$ cat src/rtl/fetch_unit_if.sv
// ---------------------------------------------------------------------------
// fetch_unit_if
//
// Bundles the signals of the instruction fetch stage into one interface:
//   - Instruction memory request and response:
//     imem_req, imem_addr, imem_gnt, imem_rvalid, imem_rdata
//   - Redirect input from branch/jump resolution:
//     redirect, redirect_pc
//   - Valid/ready hand-off toward decode:
//     out_valid, out_ready, instruct, typ, pc_out
//   - Misaligned-redirect flag:
//     fault
//
// Modports:
//   master - the fetch unit side. It drives the requests and the decode outputs.
//   slave  - the environment side (memory, branch unit and decode).
// ---------------------------------------------------------------------------
interface fetch_unit_if;
    logic        imem_req;
    logic [31:0] imem_addr;
    logic        imem_gnt;
    logic        imem_rvalid;
    logic [31:0] imem_rdata;

    logic        redirect;
    logic [31:0] redirect_pc;

    logic        out_valid;
    logic        out_ready;
    logic [31:0] instruct;
    logic [6:0]  typ;
    logic [31:0] pc_out;

    logic        fault;

    modport master (
        output imem_req, imem_addr,
        input  imem_gnt, imem_rvalid, imem_rdata,
        input  redirect, redirect_pc,
        output out_valid, instruct, typ, pc_out,
        input  out_ready,
        output fault
    );

    modport slave (
        input  imem_req, imem_addr,
        output imem_gnt, imem_rvalid, imem_rdata,
        output redirect, redirect_pc,
        input  out_valid, instruct, typ, pc_out,
        output out_ready,
        input  fault
    );
endinterface

$ cat src/rtl/fetch_unit.sv
// ---------------------------------------------------------------------------
// fetch_unit
//
// Instruction fetch stage of the RISC-V single-cycle core.
//   - Holds the program counter.
//   - Issues one word request at a time to instruction memory.
//   - Captures the returned word.
//   - Hands the word and its PC to decode through a valid/ready handshake.
//   - On a redirect, loads a new PC and discards any stale in-flight response.
//
// Parameters:
//   RESET_PC - PC loaded on reset. It must be word-aligned.
//
// Ports:
//   clk - system clock. All state changes on the rising edge.
//   rst - asynchronous, active-high reset.
//   bus - fetch_unit_if.master, which carries:
//         imem_*   memory request and response
//         redirect redirect pulse and target PC
//         out_*    decode handshake, with instruct, typ and pc_out
//         fault    misaligned-redirect flag
//
// Optional feature, enabled by defining the macro FETCH_ALIGN_CHECK_EN:
//   - A redirect to a misaligned target parks the unit in a FAULT state.
//   - The unit leaves FAULT only on reset or on an aligned redirect.
//   - Without the macro, the low two bits of the target are forced to zero
//     and fault is tied low.
// ---------------------------------------------------------------------------
module fetch_unit #(
    parameter logic [31:0] RESET_PC = 32'h0000_0000
) (
    input  logic         clk,
    input  logic         rst,
    fetch_unit_if.master bus
);

    typedef enum logic [1:0] {
        ST_FETCH = 2'd0,
        ST_WAIT  = 2'd1,
        ST_HOLD  = 2'd2
`ifdef FETCH_ALIGN_CHECK_EN
        , ST_FAULT = 2'd3
`endif
    } state_t;

    state_t      state_q, state_d;
    logic [31:0] pc_q, pc_d;
    logic [31:0] req_addr_q, req_addr_d;   // address of the outstanding request
    logic        discard_q, discard_d;     // the next response is stale
    logic [31:0] instruct_q, instruct_d;
    logic [31:0] pc_out_q, pc_out_d;
    logic [31:0] target;

    assign target = {bus.redirect_pc[31:2], 2'b00};

`ifdef FETCH_ALIGN_CHECK_EN
    logic misaligned;
    assign misaligned = (bus.redirect_pc[1:0] != 2'b00);
`else
    logic unused_target_lsbs;
    assign unused_target_lsbs = ^bus.redirect_pc[1:0];
`endif

    // Outputs follow directly from the registered state.
    assign bus.imem_req  = (state_q == ST_FETCH) && !rst;
    assign bus.imem_addr = pc_q;
    assign bus.out_valid = (state_q == ST_HOLD);
    assign bus.instruct  = instruct_q;
    assign bus.typ       = instruct_q[6:0];
    assign bus.pc_out    = pc_out_q;
`ifdef FETCH_ALIGN_CHECK_EN
    assign bus.fault     = (state_q == ST_FAULT);
`else
    assign bus.fault     = 1'b0;
`endif

    // NOTE: every next-state value is first defaulted to its current value.
    // Without these defaults, a path that leaves one unassigned would infer a latch.
    always_comb begin
        state_d    = state_q;
        pc_d       = pc_q;
        req_addr_d = req_addr_q;
        discard_d  = discard_q;
        instruct_d = instruct_q;
        pc_out_d   = pc_out_q;

        if (bus.redirect) begin
`ifdef FETCH_ALIGN_CHECK_EN
            if (misaligned) begin
                state_d = ST_FAULT;
                pc_d    = bus.redirect_pc;
                // Remember whether a response is still owed by the memory.
                // That response must not be taken as the first word after recovery.
                unique case (state_q)
                    ST_FETCH: discard_d = bus.imem_gnt;
                    ST_WAIT:  discard_d = !bus.imem_rvalid;
                    ST_FAULT: discard_d = discard_q && !bus.imem_rvalid;
                    default:  discard_d = 1'b0;
                endcase
            end else
`endif
            begin
                pc_d    = target;
                state_d = ST_FETCH;
                unique case (state_q)
                    ST_FETCH: begin
                        // A request granted in this cycle now targets the old PC.
                        if (bus.imem_gnt) begin
                            state_d   = ST_WAIT;
                            discard_d = 1'b1;
                        end
                    end
                    ST_WAIT: begin
                        if (bus.imem_rvalid) begin
                            discard_d = 1'b0;
                        end else begin
                            state_d   = ST_WAIT;
                            discard_d = 1'b1;
                        end
                    end
`ifdef FETCH_ALIGN_CHECK_EN
                    ST_FAULT: discard_d = discard_q && !bus.imem_rvalid;
`endif
                    default: ;
                endcase
            end
        end else begin
            unique case (state_q)
                ST_FETCH: begin
                    if (bus.imem_gnt) begin
                        req_addr_d = pc_q;
                        state_d    = ST_WAIT;
                    end
                end
                ST_WAIT: begin
                    if (bus.imem_rvalid) begin
                        if (discard_q) begin
                            discard_d = 1'b0;
                            state_d   = ST_FETCH;
                        end else begin
                            instruct_d = bus.imem_rdata;
                            pc_out_d   = req_addr_q;
                            state_d    = ST_HOLD;
                        end
                    end
                end
                ST_HOLD: begin
                    if (bus.out_ready) begin
                        pc_d    = pc_q + 32'd4;
                        state_d = ST_FETCH;
                    end
                end
`ifdef FETCH_ALIGN_CHECK_EN
                ST_FAULT: begin
                    if (bus.imem_rvalid) discard_d = 1'b0;
                end
`endif
                default: state_d = ST_FETCH;
            endcase
        end
    end

    // NOTE: sequential state uses non-blocking assignments only.
    // All registers then update together on the edge, with no ordering races.
    always_ff @(posedge clk or posedge rst) begin
        if (rst) begin
            state_q    <= ST_FETCH;
            pc_q       <= RESET_PC;
            req_addr_q <= '0;
            discard_q  <= 1'b0;
            // NOTE: the output data registers are reset along with the control state.
            // Decode therefore never observes X on instruct/pc_out.
            instruct_q <= '0;
            pc_out_q   <= '0;
        end else begin
            state_q    <= state_d;
            pc_q       <= pc_d;
            req_addr_q <= req_addr_d;
            discard_q  <= discard_d;
            instruct_q <= instruct_d;
            pc_out_q   <= pc_out_d;
        end
    end

endmodule

$ cat src/flat_wrapper.sv
// flat-port wrapper written by rule: the top's interface ports become plain ports
module fetch_unit_flat 
#(
    parameter logic [31:0] RESET_PC = 32'h0000_0000
)
  (clk, rst, bus_imem_req, bus_imem_addr, bus_imem_gnt, bus_imem_rvalid, bus_imem_rdata, bus_redirect, bus_redirect_pc, bus_out_valid, bus_instruct, bus_typ, bus_pc_out, bus_out_ready, bus_fault);
  fetch_unit_if bus_i ();
  input  logic clk;
  input  logic rst;
  output wire logic [$bits(bus_i.imem_req)-1:0] bus_imem_req;
  output wire logic [$bits(bus_i.imem_addr)-1:0] bus_imem_addr;
  input wire logic [$bits(bus_i.imem_gnt)-1:0] bus_imem_gnt;
  input wire logic [$bits(bus_i.imem_rvalid)-1:0] bus_imem_rvalid;
  input wire logic [$bits(bus_i.imem_rdata)-1:0] bus_imem_rdata;
  input wire logic [$bits(bus_i.redirect)-1:0] bus_redirect;
  input wire logic [$bits(bus_i.redirect_pc)-1:0] bus_redirect_pc;
  output wire logic [$bits(bus_i.out_valid)-1:0] bus_out_valid;
  output wire logic [$bits(bus_i.instruct)-1:0] bus_instruct;
  output wire logic [$bits(bus_i.typ)-1:0] bus_typ;
  output wire logic [$bits(bus_i.pc_out)-1:0] bus_pc_out;
  input wire logic [$bits(bus_i.out_ready)-1:0] bus_out_ready;
  output wire logic [$bits(bus_i.fault)-1:0] bus_fault;
  assign bus_imem_req = bus_i.imem_req;
  assign bus_imem_addr = bus_i.imem_addr;
  assign bus_i.imem_gnt = bus_imem_gnt;
  assign bus_i.imem_rvalid = bus_imem_rvalid;
  assign bus_i.imem_rdata = bus_imem_rdata;
  assign bus_i.redirect = bus_redirect;
  assign bus_i.redirect_pc = bus_redirect_pc;
  assign bus_out_valid = bus_i.out_valid;
  assign bus_instruct = bus_i.instruct;
  assign bus_typ = bus_i.typ;
  assign bus_pc_out = bus_i.pc_out;
  assign bus_i.out_ready = bus_out_ready;
  assign bus_fault = bus_i.fault;
  fetch_unit #(.RESET_PC(RESET_PC)) u_core (.clk(clk), .rst(rst), .bus(bus_i));
endmodule
$ cat config.mk
export PLATFORM = sky130hd
export DESIGN_NAME = fetch_unit_flat
export DESIGN_NICKNAME = d
export VERILOG_FILES = /design/src/rtl/fetch_unit_if.sv /design/src/rtl/fetch_unit.sv /design/src/flat_wrapper.sv
export SDC_FILE = /design/constraint.sdc
export NUM_CORES = 1
export LEC_CHECK = 0
export ABC_AREA = 1
export CORE_UTILIZATION = 47
export CTS_CLUSTER_SIZE = 8
export DETAILED_ROUTE_END_ITERATION = 6
export GPL_ROUTABILITY_DRIVEN = 0
export GPL_TIMING_DRIVEN = 0
export PLACE_DENSITY = 0.8
export SLEW_MARGIN = 30
export SYNTH_ARGS = -nofsm -noshare
export SYNTH_HDL_FRONTEND = slang
export SYNTH_SLANG_ARGS = --single-unit
$ cat constraint.sdc
create_clock -name clk -period 5.3 [get_ports clk]
set_input_delay 1.06 -clock clk [delete_from_list [all_inputs] [get_ports clk]]
set_output_delay 1.06 -clock clk [all_outputs]
set_load 0.005 [all_outputs]
==> results.rst, run 1 <==
.. list-table::
   :header-rows: 1

   * - Metric
     - Value
   * - Cell Pwr Density
     - 455.5 nW/um2
   * - Path class of the lowest-slack min-delay path
     - reg2reg
   * - Headroom to the max-slew limit
     - 65.01%
   * - Hold-fix buffer count after cts
     - 0
   * - Total die area
     - 12670 um2
   * - Maximum number of buffers from clock root to sink
     - 2
   * - Share of synthesized area occupied by flip-flops and latches
     - 54.45%
   * - Biggest area consumer among synthesized cells
     - sky130_fd_sc_hd__dfrtp_1
   * - Horiz. Die Dim
     - 112.6 um
   * - Time the worst path needs with I/O delays and setup
     - 3270 ps
   * - Post-route setup slack
     - 2030 ps
   * - Largest clock skew in the final design
     - 13.75 ps
   * - Synthesis warning total
     - 0
   * - Via density per instance
     - 5.148
   * - Post-CTS Setup Repair Bufs
     - 0
   * - Number of sinks driven by the clock tree
     - 125
   * - First DRT Iteration DRCs
     - 388
   * - Register bit total from synthesis
     - 125
   * - Resized Gates After CTS
     - 0
   * - Area grow syn2layout
     - 43.35%
   * - Origin of the worst min-delay path
     - u_core.req_addr_q[22]$_DFFE_PP0P_
   * - First-pass GRT wire length
     - 25.03 mm
   * - Number of hold violations in the final report
     - 0
   * - Max Clock Freq
     - 305.8 MHz
   * - Core Box Area
     - 11960 um2
   * - Kind of critical path
     - in2out
   * - Detailed-route DRC error count
     - 0
   * - Pin count of the biggest net entering global routing
     - 96
   * - Aggregate global-route resource usage
     - 25.59%
   * - Leakage
     - 3.728 nW
   * - Worst-case setup slack after placement
     - 2021 ps
   * - Reported max-cap violation count
     - 0
   * - Final clock period utilization by the worst path
     - 61.69%
   * - Total number of vias
     - 4849
   * - CP Max Fanout
     - 2
   * - Arrival time of the worst setup path
     - 2210 ps
   * - Antenna cells
     - 0
   * - Total Routed Length
     - 15.08 mm
   * - CTS H-tree depth
     - 4
   * - Floorplan die height
     - 112.6 um
   * - Average wire length per cell after detail routing
     - 16.01 um
   * - Required time at the endpoint of the critical path
     - 4240 ps
   * - Antenna violations before repair
     - 0
   * - Clock insertion delay at the later pin of the skew report
     - 410 ps
   * - Cell variety after synth
     - 31
   * - Vias in the first global route
     - 4907
   * - Leftover overflow at the end of global routing
     - 0
   * - Nature of the critical path startpoint
     - primary input
   * - Fin nets
     - 856
   * - Number of nets with antenna violations after detailed routing
     - 0
   * - Clock tree from TritonCTS
     - built
   * - Fraction of post-synthesis cell area in the top cell type by area
     - 54.45%
   * - Largest vdd supply drop
     - 0.0002586 V
   * - RSZ-0062 raised after global routing
     - no
   * - Total power of the final layout
     - 0.003751 W
   * - Cts bufs inserted
     - 17
   * - Mapped Avg Cell Area
     - 9.687 um2
   * - Outcome
     - completed
   * - Placed Instances
     - 913
   * - Fraction of layout cells with a size suffix above 1
     - 7.799%
   * - Syn Std Cell Area
     - 5744 um2
   * - Cells after Synth
     - 593
   * - Leading cell types by total area after synthesis
     - sky130_fd_sc_hd__dfrtp_1 54%, sky130_fd_sc_hd__mux2_1 12%, sky130_fd_sc_hd__nand2_1 9.2%
   * - Number of core rows
     - 40
   * - Starting density of the core
     - 48.02%
   * - Launch point of the worst reg-to-reg path
     - u_core.bus.imem_addr[3]$_DFFE_PP0P_
   * - CP endpoint kind
     - output pin
   * - Root Buffer Master
     - sky130_fd_sc_hd__clkbuf_16
   * - Final standard cell count with taps included and fillers excluded
     - 942
   * - Setup-violating endpoint count in the final report
     - 0
   * - Number of top-level pins
     - 176
   * - First-pass iteration count of the detailed router
     - 5
   * - Utilization after layout
     - 68.84%
   * - Max-slew violations
     - 0
   * - Clock slew at the register clock pins of the worst setup and hold paths
     - 50 ps
   * - # port buffers
     - 168
   * - HPWL after detailed placement
     - 11.22 mm
   * - Launching instance or port of the critical path
     - rst
   * - Least-Margin Pin Slew
     - 524.8 ps
==> registers in the layout (all words and copies together), names as in the netlist <==
register,count
u_core.state_q,2
u_core.bus.imem_addr,30
u_core.bus.instruct,32
u_core.discard_q,1
u_core.bus.pc_out,30
u_core.req_addr_q,30
==> per-stage QoR <==
step / TNS (ps) / instance area (um2) / hold slack [ps]
after floorplan: 0 / 5759 / 446.1
after global routing: 0 / 8234 / 497.7
final: 0 / 8234 / 478.1
after global placement: -83990 / 7625 / 465.5
after detailed placement: 0 / 7660 / 466.8
after CTS: 0 / 8234 / 479.9
==> critical path, cell delays in order <==
cell and delay [ps]:
sky130_fd_sc_hd__clkdlybuf4s50_1 510, sky130_fd_sc_hd__nor2_1 140, sky130_fd_sc_hd__clkdlybuf4s50_1 500
==> cell type report <==
class                      instances  area (um2)
inverter                          47       183.9
fill                             877        3727
timing repair buffer             169        1709
clock buffer                      23       488.0
multi-input combinational        394        2240
sequential                       125        3128
tap                              147       183.9
clock inverter                     6       86.33
buffer                            31       215.2
==> cell usage after synthesis <==
| library cell | count |
|---|---|
| sky130_fd_sc_hd__o211ai_1 | 3 |
| sky130_fd_sc_hd__xor2_1 | 10 |
| sky130_fd_sc_hd__o21ai_0 | 38 |
| sky130_fd_sc_hd__o21bai_1 | 6 |
| sky130_fd_sc_hd__nor2_4 | 1 |
| sky130_fd_sc_hd__mux2_1 | 63 |
| sky130_fd_sc_hd__dfrtp_1 | 125 |
| sky130_fd_sc_hd__nand4_1 | 4 |
| sky130_fd_sc_hd__conb_1 | 1 |
| sky130_fd_sc_hd__buf_6 | 6 |
| sky130_fd_sc_hd__nor2_1 | 53 |
| sky130_fd_sc_hd__o221ai_1 | 2 |
| sky130_fd_sc_hd__o21ai_1 | 4 |
| sky130_fd_sc_hd__o41ai_1 | 1 |
| sky130_fd_sc_hd__a21oi_1 | 3 |
| sky130_fd_sc_hd__nand2_4 | 1 |
| sky130_fd_sc_hd__a31oi_1 | 2 |
| sky130_fd_sc_hd__xnor2_1 | 1 |
| sky130_fd_sc_hd__nor3_4 | 1 |
| sky130_fd_sc_hd__buf_2 | 4 |
| sky130_fd_sc_hd__nor2_2 | 3 |
| sky130_fd_sc_hd__and2_1 | 2 |
| sky130_fd_sc_hd__inv_1 | 45 |
| sky130_fd_sc_hd__clkbuf_1 | 8 |
| sky130_fd_sc_hd__inv_2 | 2 |
| sky130_fd_sc_hd__nand2_2 | 2 |
| sky130_fd_sc_hd__buf_4 | 13 |
| sky130_fd_sc_hd__ha_1 | 1 |
| sky130_fd_sc_hd__nand2_1 | 141 |
| sky130_fd_sc_hd__nor3_1 | 1 |
| sky130_fd_sc_hd__nand3_1 | 46 |
==> worst paths after layout <==
path | cells past startpoint | endpoint | slack, ps
hold / removal | 2 | u_core.req_addr_q[22]$_DFFE_PP0P_ | 480
setup / recovery | 3 | bus_imem_req | 2030
max in group asynchronous | 3 | u_core.bus.imem_addr[30]$_DFFE_PP0P_ | 3560
min in group asynchronous | 2 | u_core.bus.instruct[9]$_DFFE_PP0P_ | 1040
setup reg to reg | 8 | u_core.bus.imem_addr[20]$_DFFE_PP0P_ | 3360
hold reg to reg | 2 | u_core.req_addr_q[22]$_DFFE_PP0P_ | 480
==> per-layer routing <==
layer | vias to the layer above | routed length, um | global-route usage (%)
met2 | 213 | 7309 | 43.09
met1 | 2302 | 6506 | 32.24
met5 | - | 0 | 0
met4 | 0 | 399 | 10.76
met3 | 31 | 865 | 5.130
li1 | 2303 | - | -
==> logic make-up after synthesis <==
| family | count (synthesis) | share of synthesized area (%) |
|---|---|---|
| xor+xnor | 11 | 1.677 |
| other cells | 1 | 0.06528 |
| simple gates | 255 | 18.65 |
| fa+ha+maj | 1 | 0.2178 |
| compound gates | 59 | 5.772 |
| mux | 63 | 12.35 |
| flops | 125 | 54.45 |
| buf+inv | 78 | 6.818 |
==> cell usage in the layout, fill, tap and decap left out, drive strengths merged, types with 3 or more instances in the layout <==
cell           Yosys  final
a21oi              3      3
buf               23     24
clkbuf             8     31
clkdlybuf4s50      0    168
clkinv             0      3
conb               1      5
dfrtp            125    125
inv               47     47
mux2              63     63
nand2            144    144
nand3             46     46
nand4              4      4
nor2              57     57
o211ai             3      3
o21ai             42     42
o21bai             6      6
xor2              10     10
==> power by group <==
group          switching [W]  internal (W)
registers           0.000209       0.00129
logic               0.000383      0.000736
clock network       0.000398      0.000733
Power figures use the tool's default switching activity.
==> run 2, diff against run 1 <==
--- a/config.mk
+++ b/config.mk
@@ -6,12 +6,12 @@
 export NUM_CORES = 1
 export LEC_CHECK = 0
 export ABC_AREA = 1
-export CORE_UTILIZATION = 47
+export CORE_UTILIZATION = 43
 export CTS_CLUSTER_SIZE = 8
 export DETAILED_ROUTE_END_ITERATION = 6
 export GPL_ROUTABILITY_DRIVEN = 0
 export GPL_TIMING_DRIVEN = 0
-export PLACE_DENSITY = 0.8
+export PLACE_DENSITY = 0.77
 export SLEW_MARGIN = 30
 export SYNTH_ARGS = -nofsm -noshare
 export SYNTH_HDL_FRONTEND = slang
==> constraint.sdc (replaced) <==
create_clock -name clk -period 2.6 [get_ports clk]
set_input_delay 0.52 -clock clk [delete_from_list [all_inputs] [get_ports clk]]
set_output_delay 0.52 -clock clk [all_outputs]
set_load 0.005 [all_outputs]
==> run 2 against run 1 <==
Effect of this change:
- hold slack about the same
- die area is 9.1% higher
- core utilization shrank 4.2 points
- highest routed layer unchanged
- combinational power rose by 100%
- critical path depth rose by 1
- global-route usage shrank 1.6 points
- worst setup slack got worse by 1600 ps
- first-iteration DRC count is 21% lower
- clock skew fell by 5.5 ps
- critical path type is now reg2out
- via count rose by 1.1%
==> results.rst, run 2 (synthesis gave the netlist of run 1 again) <==
.. list-table::
   :header-rows: 1

   * - Metric
     - Value
   * - Switching share of power
     - 26.87% (+0.47 points)
   * - Leftover overflow at the end of global routing
     - 0 (unchanged)
   * - Time the worst path needs with I/O delays and setup
     - 2192 ps
   * - CP endpoint kind
     - output pin
   * - # port buffers
     - 168 (unchanged)
   * - Cts bufs inserted
     - 17 (unchanged)
   * - Leading cell type in the layout, fill and taps excluded
     - sky130_fd_sc_hd__clkdlybuf4s50_1
   * - Switching power summed over all nets
     - 0.002018 W (+100%)
   * - Total die area
     - 13830 um2 (+9.1%)
   * - CP Max Fanout
     - 5 (+3)
   * - Most frequent cells in the layout
     - 168 x sky130_fd_sc_hd__clkdlybuf4s50_1, 141 x sky130_fd_sc_hd__nand2_1, 125 x sky130_fd_sc_hd__dfrtp_1
   * - Critical-path cell list
     - nor2_1 -> inv_1 -> nor2_1 -> clkdlybuf4s50_1
   * - Kind of critical path
     - reg2out
   * - Required time at the endpoint of the critical path
     - 2080 ps (-2160 ps)
   * - Detailed-route DRC error count
     - 0 (unchanged)
   * - Placed Instances
     - 941 (+3.1%)
   * - First DRT Iteration DRCs
     - 306 (-21%)
   * - Least-Margin Pin Slew
     - 636.3 ps (+111.5 ps)
   * - Headroom to the max-slew limit
     - 57.49% (-7.5 points)
   * - Aggregate global-route resource usage
     - 23.98% (-1.6 points)
   * - Number of nets with antenna violations after detailed routing
     - 0 (unchanged)
   * - Horiz. Die Dim
     - 117.6 um (+4.5%)
   * - Starting density of the core
     - 44.79% (-3.2 points)
   * - Cell mode on critical path
     - sky130_fd_sc_hd__nor2_1
   * - First-pass GRT wire length
     - 26.06 mm (+4.1%)
   * - Number of hold violations in the final report
     - 0 (unchanged)
   * - Hold-fix buffer count after cts
     - 0 (unchanged)
   * - HPWL after detailed placement
     - 11.82 mm (+5.3%)
   * - Routed wl met3
     - 1.062 mm (+23%)
   * - Arrival time of the worst setup path
     - 1670 ps (-540 ps)
   * - Logic pwr share
     - 30.6% (+0.8 points)
   * - Routed met1 length
     - 6.723 mm (+3.3%)
   * - Average wire length per cell after detail routing
     - 16.02 um (about the same)
   * - Outcome
     - completed
   * - Largest clock skew in the final design
     - 8.232 ps (-5.520 ps)
   * - Max-slew violations
     - 0 (unchanged)
   * - Total Routed Length
     - 15.57 mm (+3.2%)
   * - Leakage
     - 3.729 nW (about the same)
   * - Core Box Area
     - 12820 um2 (+7.2%)
   * - Floorplan die height
     - 117.6 um (+4.5%)
   * - Clock insertion delay at the later pin of the skew report
     - 410 ps (about the same)
   * - Power Internal
     - 0.005493 W (+99%)
   * - Flip-flop count of the largest register after layout
     - 32 (unchanged)
   * - Routed wire length on met2
     - 7.380 mm (+0.97%)
   * - Final clock period utilization by the worst path
     - 84.29%
   * - Area of all placed cells without fillers
     - 8284 um2 (+0.61%)
   * - First-pass iteration count of the detailed router
     - 7 (+2)
   * - Largest delay share family, worst path
     - buffers and inverters
   * - Antenna cells
     - 0 (unchanged)
   * - Largest vdd supply drop
     - 0.0004726 V (+83%)
   * - Resized Gates After CTS
     - 0 (unchanged)
   * - Top sig layer
     - met4
   * - Clock slew at the register clock pins of the worst setup and hold paths
     - 50 ps (about the same)
   * - Number of top-level pins
     - 176 (unchanged)
   * - Final standard cell count with taps included and fillers excluded
     - 972 (+3.2%)
   * - Max stage delay cell, worst path
     - sky130_fd_sc_hd__clkdlybuf4s50_1
   * - Path class of the lowest-slack min-delay path
     - reg2reg
   * - Number of sinks driven by the clock tree
     - 125 (unchanged)
   * - Area grow syn2layout
     - 44.22%
   * - Total cell area at the placement stage
     - 7747 um2 (+1.1%)
   * - Buffers and inverters on the worst path
     - 2 (unchanged)
   * - Pin count of the biggest net entering global routing
     - 31 (-68%)
   * - Post-CTS Setup Repair Bufs
     - 0 (unchanged)
   * - Clock network power share
     - 28.8% (-1.3 points)
   * - Nature of the critical path startpoint
     - flip-flop
   * - Utilization after layout
     - 64.60% (-4.2 points)
   * - Fraction of layout cells with a size suffix above 1
     - 8.000% (+0.20 points)
   * - Setup-violating endpoint count in the final report
     - 0 (unchanged)
   * - CP peak stage delay
     - 500 ps (about the same)
   * - Via density per instance
     - 5.042 (-2.0%)
   * - RSZ-0062 raised after global routing
     - no
   * - Number of core rows
     - 41 (+2.5%)
   * - Total power of the final layout
     - 0.007511 W (+100%)
   * - Antenna violations before repair
     - 0 (unchanged)
   * - Max Clock Freq
     - 456.3 MHz
   * - Vias in the first global route
     - 5072 (+3.4%)
   * - Clock tree from TritonCTS
     - built
   * - Reported max-cap violation count
     - 0 (unchanged)
   * - Fin nets
     - 859 (+0.35%)
   * - Cell Pwr Density
     - 906.7 nW/um2 (+99%)
   * - Total number of vias
     - 4901 (+1.1%)
   * - Final hold slack
     - 478.6 ps (+0.4460 ps)
   * - Maximum number of buffers from clock root to sink
     - 2 (unchanged)
   * - Part of the power in registers
     - 40.6% (+0.6 points)
   * - Root Buffer Master
     - sky130_fd_sc_hd__clkbuf_16
   * - CTS H-tree depth
     - 4 (unchanged)
## run 2: cell types whose count changed in the layout (fill, tap and decap cells not counted)
| cell | previous run | this run |
|---|---|---|
| sky130_fd_sc_hd__buf_12 | 0 | 3 |
| sky130_fd_sc_hd__inv_8 | 1 | 0 |
| sky130_fd_sc_hd__bufinv_16 | 2 | 1 |
| sky130_fd_sc_hd__clkinv_2 | 2 | 4 |
| sky130_fd_sc_hd__clkbuf_1 | 10 | 13 |
| sky130_fd_sc_hd__clkbuf_8 | 4 | 2 |
| sky130_fd_sc_hd__clkinv_4 | 1 | 0 |
| sky130_fd_sc_hd__clkinvlp_4 | 1 | 3 |
## run 2: layout make-up
class | count | area, um2
timing repair buffer | 172 | 1769
clock inverter | 7 | 65.06
inverter | 47 | 180.2
tap | 172 | 215.2
clock buffer | 24 | 471.7
multi-input combinational | 394 | 2240
buffer | 31 | 215.2
fill | 1020 | 4541
sequential | 125 | 3128
## run 2: power groups by stage
stage / registers [W] / logic [W] / clock network (W)
floorplan: 0.00305 / 0.000793 / 0
global placement: 0.00304 / 0.00225 / 0
detailed placement: 0.00308 / 0.00231 / 0
CTS: 0.00306 / 0.00233 / 0.00220
global route: 0.00315 / 0.00249 / 0.00228
finish: 0.00305 / 0.00229 / 0.00216
## run 2: final timing paths
kind | depth (start not counted) | endpoint | from | slack [ps]
setup / recovery | 4 | bus_imem_req | u_core.state_q[0]$_DFFE_PP0P_ | 410
hold / removal | 2 | u_core.req_addr_q[26]$_DFFE_PP0P_ | u_core.req_addr_q[26]$_DFFE_PP0P_ | 480
setup reg to reg | 8 | u_core.bus.imem_addr[20]$_DFFE_PP0P_ | u_core.bus.imem_addr[3]$_DFFE_PP0P_ | 720
hold reg to reg | 2 | u_core.req_addr_q[26]$_DFFE_PP0P_ | u_core.req_addr_q[26]$_DFFE_PP0P_ | 480
max in group asynchronous | 4 | u_core.bus.pc_out[20]$_DFFE_PP0P_ | rst | 1260
min in group asynchronous | 2 | u_core.bus.instruct[18]$_DFFE_PP0P_ | rst | 580
## run 2: through the flow
stage | TNS, ps | setup WS, ps
after global routing | 0 | 344.4
after floorplan | 0 | 540.7
after global placement | -67880 | -551.2
after CTS | 0 | 396.1
after detailed placement | 0 | 248.0
final | 0 | 408.4
## run 2: per-layer routing
metal | vias up | track usage (%)
li1 | 2309 | -
met1 | 2328 | 29.89
met2 | 229 | 39.94
met3 | 35 | 5.184
met4 | 0 | 10.82
met5 | - | 0
## run 2: worst reg2reg max path, cell delays in order, from the launching register on
cell and delay (ps):
sky130_fd_sc_hd__dfrtp_1 430, sky130_fd_sc_hd__ha_1 220, sky130_fd_sc_hd__nand2_1 70, sky130_fd_sc_hd__nor2_2 180
sky130_fd_sc_hd__nand2_1 160, sky130_fd_sc_hd__nor2_1 360, sky130_fd_sc_hd__nand3_1 140, sky130_fd_sc_hd__nand3_1 130
sky130_fd_sc_hd__nand3_1 70
==> run 3, diff against run 2 <==
==> constraint.sdc (replaced) <==
create_clock -name clk -period 1.8 [get_ports clk]
set_input_delay 0.36 -clock clk [delete_from_list [all_inputs] [get_ports clk]]
set_output_delay 0.36 -clock clk [all_outputs]
set_load 0.005 [all_outputs]
==> run 3 against run 2 <==
Effect of this change:
- non-clock buffer count grew 3
- clock power grew 45%
- power grew 45%
- core utilization grew 0.61 points
- largest power group unchanged
- highest routed layer unchanged
==> results.rst, run 3 (synthesis gave the netlist of run 1 again) <==
.. list-table::
   :header-rows: 1

   * - Metric
     - Value
   * - Headroom to the max-slew limit
     - 57.49% (about the same)
   * - Largest clock skew in the final design
     - 7.587 ps (-0.6444 ps)
   * - Floorplan die height
     - 117.6 um (unchanged)
   * - Least-Margin Pin Slew
     - 636.3 ps (+0.01860 ps)
   * - Starting density of the core
     - 44.79% (unchanged)
   * - First-pass iteration count of the detailed router
     - 5 (-2)
   * - Number of nets with antenna violations after detailed routing
     - 0 (unchanged)
   * - CP endpoint kind
     - output pin
   * - Antenna violations before repair
     - 0 (unchanged)
   * - Average wire length per cell after detail routing
     - 16.06 um (+0.25%)
   * - # port buffers
     - 168 (unchanged)
   * - Fin nets
     - 862 (+0.35%)
   * - First DRT Iteration DRCs
     - 275 (-10%)
   * - Number of top-level pins
     - 176 (unchanged)
   * - Kind of critical path
     - reg2out
   * - Max-slew violations
     - 0 (unchanged)
   * - CP Max Fanout
     - 6 (+1)
   * - Detailed-route DRC error count
     - 0 (unchanged)
   * - Max stage delay cell, worst path
     - sky130_fd_sc_hd__clkdlybuf4s50_1
   * - CTS H-tree depth
     - 4 (unchanged)
   * - First-pass GRT wire length
     - 26.09 mm (+0.10%)
   * - Total power of the final layout
     - 0.01088 W (+45%)
   * - Most frequent cells in the layout
     - 164 x sky130_fd_sc_hd__clkdlybuf4s50_1, 140 x sky130_fd_sc_hd__nand2_1, 112 x sky130_fd_sc_hd__dfrtp_1
   * - Outcome
     - completed
   * - Arrival time of the worst setup path
     - 1410 ps (-260 ps)
   * - Placed Instances
     - 941 (unchanged)
   * - Pin count of the biggest net entering global routing
     - 31 (unchanged)
   * - Time the worst path needs with I/O delays and setup
     - 1775 ps
   * - Cts bufs inserted
     - 17 (unchanged)
   * - Fraction of layout cells with a size suffix above 1
     - 10.96% (+3.0 points)
   * - Leftover overflow at the end of global routing
     - 0 (unchanged)
   * - Core Box Area
     - 12820 um2 (unchanged)
   * - Setup-violating endpoint count in the final report
     - 0 (unchanged)
   * - Leakage
     - 3.763 nW (+0.91%)
   * - Leading cell type in the layout, fill and taps excluded
     - sky130_fd_sc_hd__clkdlybuf4s50_1
   * - Horiz. Die Dim
     - 117.6 um (unchanged)
   * - Flip-flop count of the largest register after layout
     - 32 (unchanged)
   * - Power Internal
     - 0.007957 W (+45%)
   * - Critical-path cell list
     - clkdlybuf4s50_1
   * - Vias in the first global route
     - 5083 (+0.22%)
   * - Switching share of power
     - 26.88% (about the same)
   * - Buffers and inverters on the worst path
     - 1 (-1)
   * - Final clock period utilization by the worst path
     - 98.59%
   * - Clock tree from TritonCTS
     - built
   * - CP peak stage delay
     - 550 ps (+50 ps)
   * - Hold-fix buffer count after cts
     - 0 (unchanged)
   * - Cell Pwr Density
     - 1301 nW/um2 (+44%)
   * - Total number of vias
     - 4923 (+0.45%)
   * - Reported max-cap violation count
     - 0 (unchanged)
   * - Total die area
     - 13830 um2 (unchanged)
   * - Part of the power in registers
     - 40.6% (about the same)
   * - Number of hold violations in the final report
     - 0 (unchanged)
   * - Final standard cell count with taps included and fillers excluded
     - 975 (+0.31%)
   * - Largest delay share family, worst path
     - buffers and inverters
   * - Clock insertion delay at the later pin of the skew report
     - 410 ps (about the same)
   * - Largest vdd supply drop
     - 0.0006556 V (+39%)
   * - Nature of the critical path startpoint
     - flip-flop
   * - Total Routed Length
     - 15.66 mm (+0.56%)
   * - Switching power summed over all nets
     - 0.002926 W (+45%)
   * - Number of sinks driven by the clock tree
     - 125 (unchanged)
   * - Max Clock Freq
     - 563.5 MHz
   * - Root Buffer Master
     - sky130_fd_sc_hd__clkbuf_16
   * - Logic pwr share
     - 30.7% (about the same)
   * - Path class of the lowest-slack min-delay path
     - in2async
   * - HPWL after detailed placement
     - 11.82 mm (unchanged)
   * - Number of core rows
     - 41 (unchanged)
   * - Antenna cells
     - 0 (unchanged)
   * - Aggregate global-route resource usage
     - 23.99% (about the same)
   * - Via density per instance
     - 5.049 (+0.14%)
   * - Maximum number of buffers from clock root to sink
     - 2 (unchanged)
   * - Area grow syn2layout
     - 45.59%
   * - RSZ-0062 raised after global routing
     - no
   * - Clock network power share
     - 28.7% (about the same)
   * - Required time at the endpoint of the critical path
     - 1440 ps (-640 ps)
   * - Clock slew at the register clock pins of the worst setup and hold paths
     - 50 ps (about the same)
run 3: cell count changes in the layout (fill, tap and decap cells not counted), moves of 2 or more:
cell / change
sky130_fd_sc_hd__buf_2: -2
sky130_fd_sc_hd__nor2_4: +4
sky130_fd_sc_hd__clkbuf_4: +2
sky130_fd_sc_hd__nor2_1: -5
sky130_fd_sc_hd__dfrtp_1: -13
sky130_fd_sc_hd__buf_4: +3
sky130_fd_sc_hd__dlymetal6s2s_1: +2
sky130_fd_sc_hd__dfrtp_2: +13
sky130_fd_sc_hd__clkdlybuf4s50_1: -4
sky130_fd_sc_hd__clkbuf_2: +2
run 3: what timing repair did:
action | CTS | global route
buffers inserted | 3 | 0
endpoints found under the setup margin | 7 | 37
gates resized for setup | 8 | 25
run 3: final cells by class:
| class | instances | area [um2] |
|---|---|---|
| Inverter | 47 | 180.2 |
| Buffer | 31 | 221.5 |
| Clock inverter | 7 | 65.06 |
| Tap cell | 172 | 215.2 |
| Multi-Input combinational cell | 394 | 2275 |
| Fill cell | 1012 | 4462 |
| Clock buffer | 24 | 471.7 |
| Timing Repair Buffer | 175 | 1790 |
| Sequential cell | 125 | 3144 |
run 3: path summary, 6_finish.rpt:
| kind | slack [ps] | from | cells past startpoint | end |
|---|---|---|---|---|
| min in group clk | 480 | u_core.req_addr_q[26]$_DFFE_PP0P_ | 2 | u_core.req_addr_q[26]$_DFFE_PP0P_ |
| min reg2reg | 480 | u_core.req_addr_q[26]$_DFFE_PP0P_ | 2 | u_core.req_addr_q[26]$_DFFE_PP0P_ |
| max reg2reg | 150 | u_core.bus.imem_addr[16]$_DFFE_PP0P_ | 7 | u_core.bus.imem_addr[25]$_DFFE_PP0P_ |
| max | 30 | u_core.bus.imem_addr[20]$_DFFE_PP0P_ | 1 | bus_imem_addr[20] |
| min | 430 | rst | 2 | u_core.bus.instruct[18]$_DFFE_PP0P_ |
| max in group asynchronous | 600 | rst | 4 | u_core.bus.imem_addr[22]$_DFFE_PP0P_ |
run 3: power by group through the flow:
stage | Sequential [W] | Combinational, W | Clock (W)
after floorplan | 0.00440 | 0.00115 | 0
after global placement | 0.00439 | 0.00325 | 0
after detailed placement | 0.00445 | 0.00334 | 0
after CTS | 0.00442 | 0.00339 | 0.00317
after global routing | 0.00456 | 0.00363 | 0.00329
final | 0.00441 | 0.00334 | 0.00313
run 3: metrics by stage:
stage | utilization [%] | setup TNS (ps) | area, um2 | setup slack [ps] | hold slack, ps
4_1_cts | 64.85 | -90.53 | 8317 | -49.11 | 443.7
5_1_grt | 65.21 | 0 | 8363 | 2.460 | 481.8
3_5_place_dp | 60.41 | -24990 | 7747 | -392.0 | 473.1
2_1_floorplan | - | -12410 | 5763 | -99.29 | 444.0
3_3_place_gp | 59.73 | -170640 | 7660 | -1191 | 465.4
6_report | 65.21 | 0 | 8363 | 25.34 | 429.8
run 3: layer usage:
metal / vias up / GRT usage [%] / wire length [um]
met5: - / 0 / 0
li1: 2324 / - / -
met1: 2331 / 29.84 / 6758
met2: 222 / 39.83 / 7375
met4: 0 / 11.30 / 488
met3: 46 / 5.184 / 1033
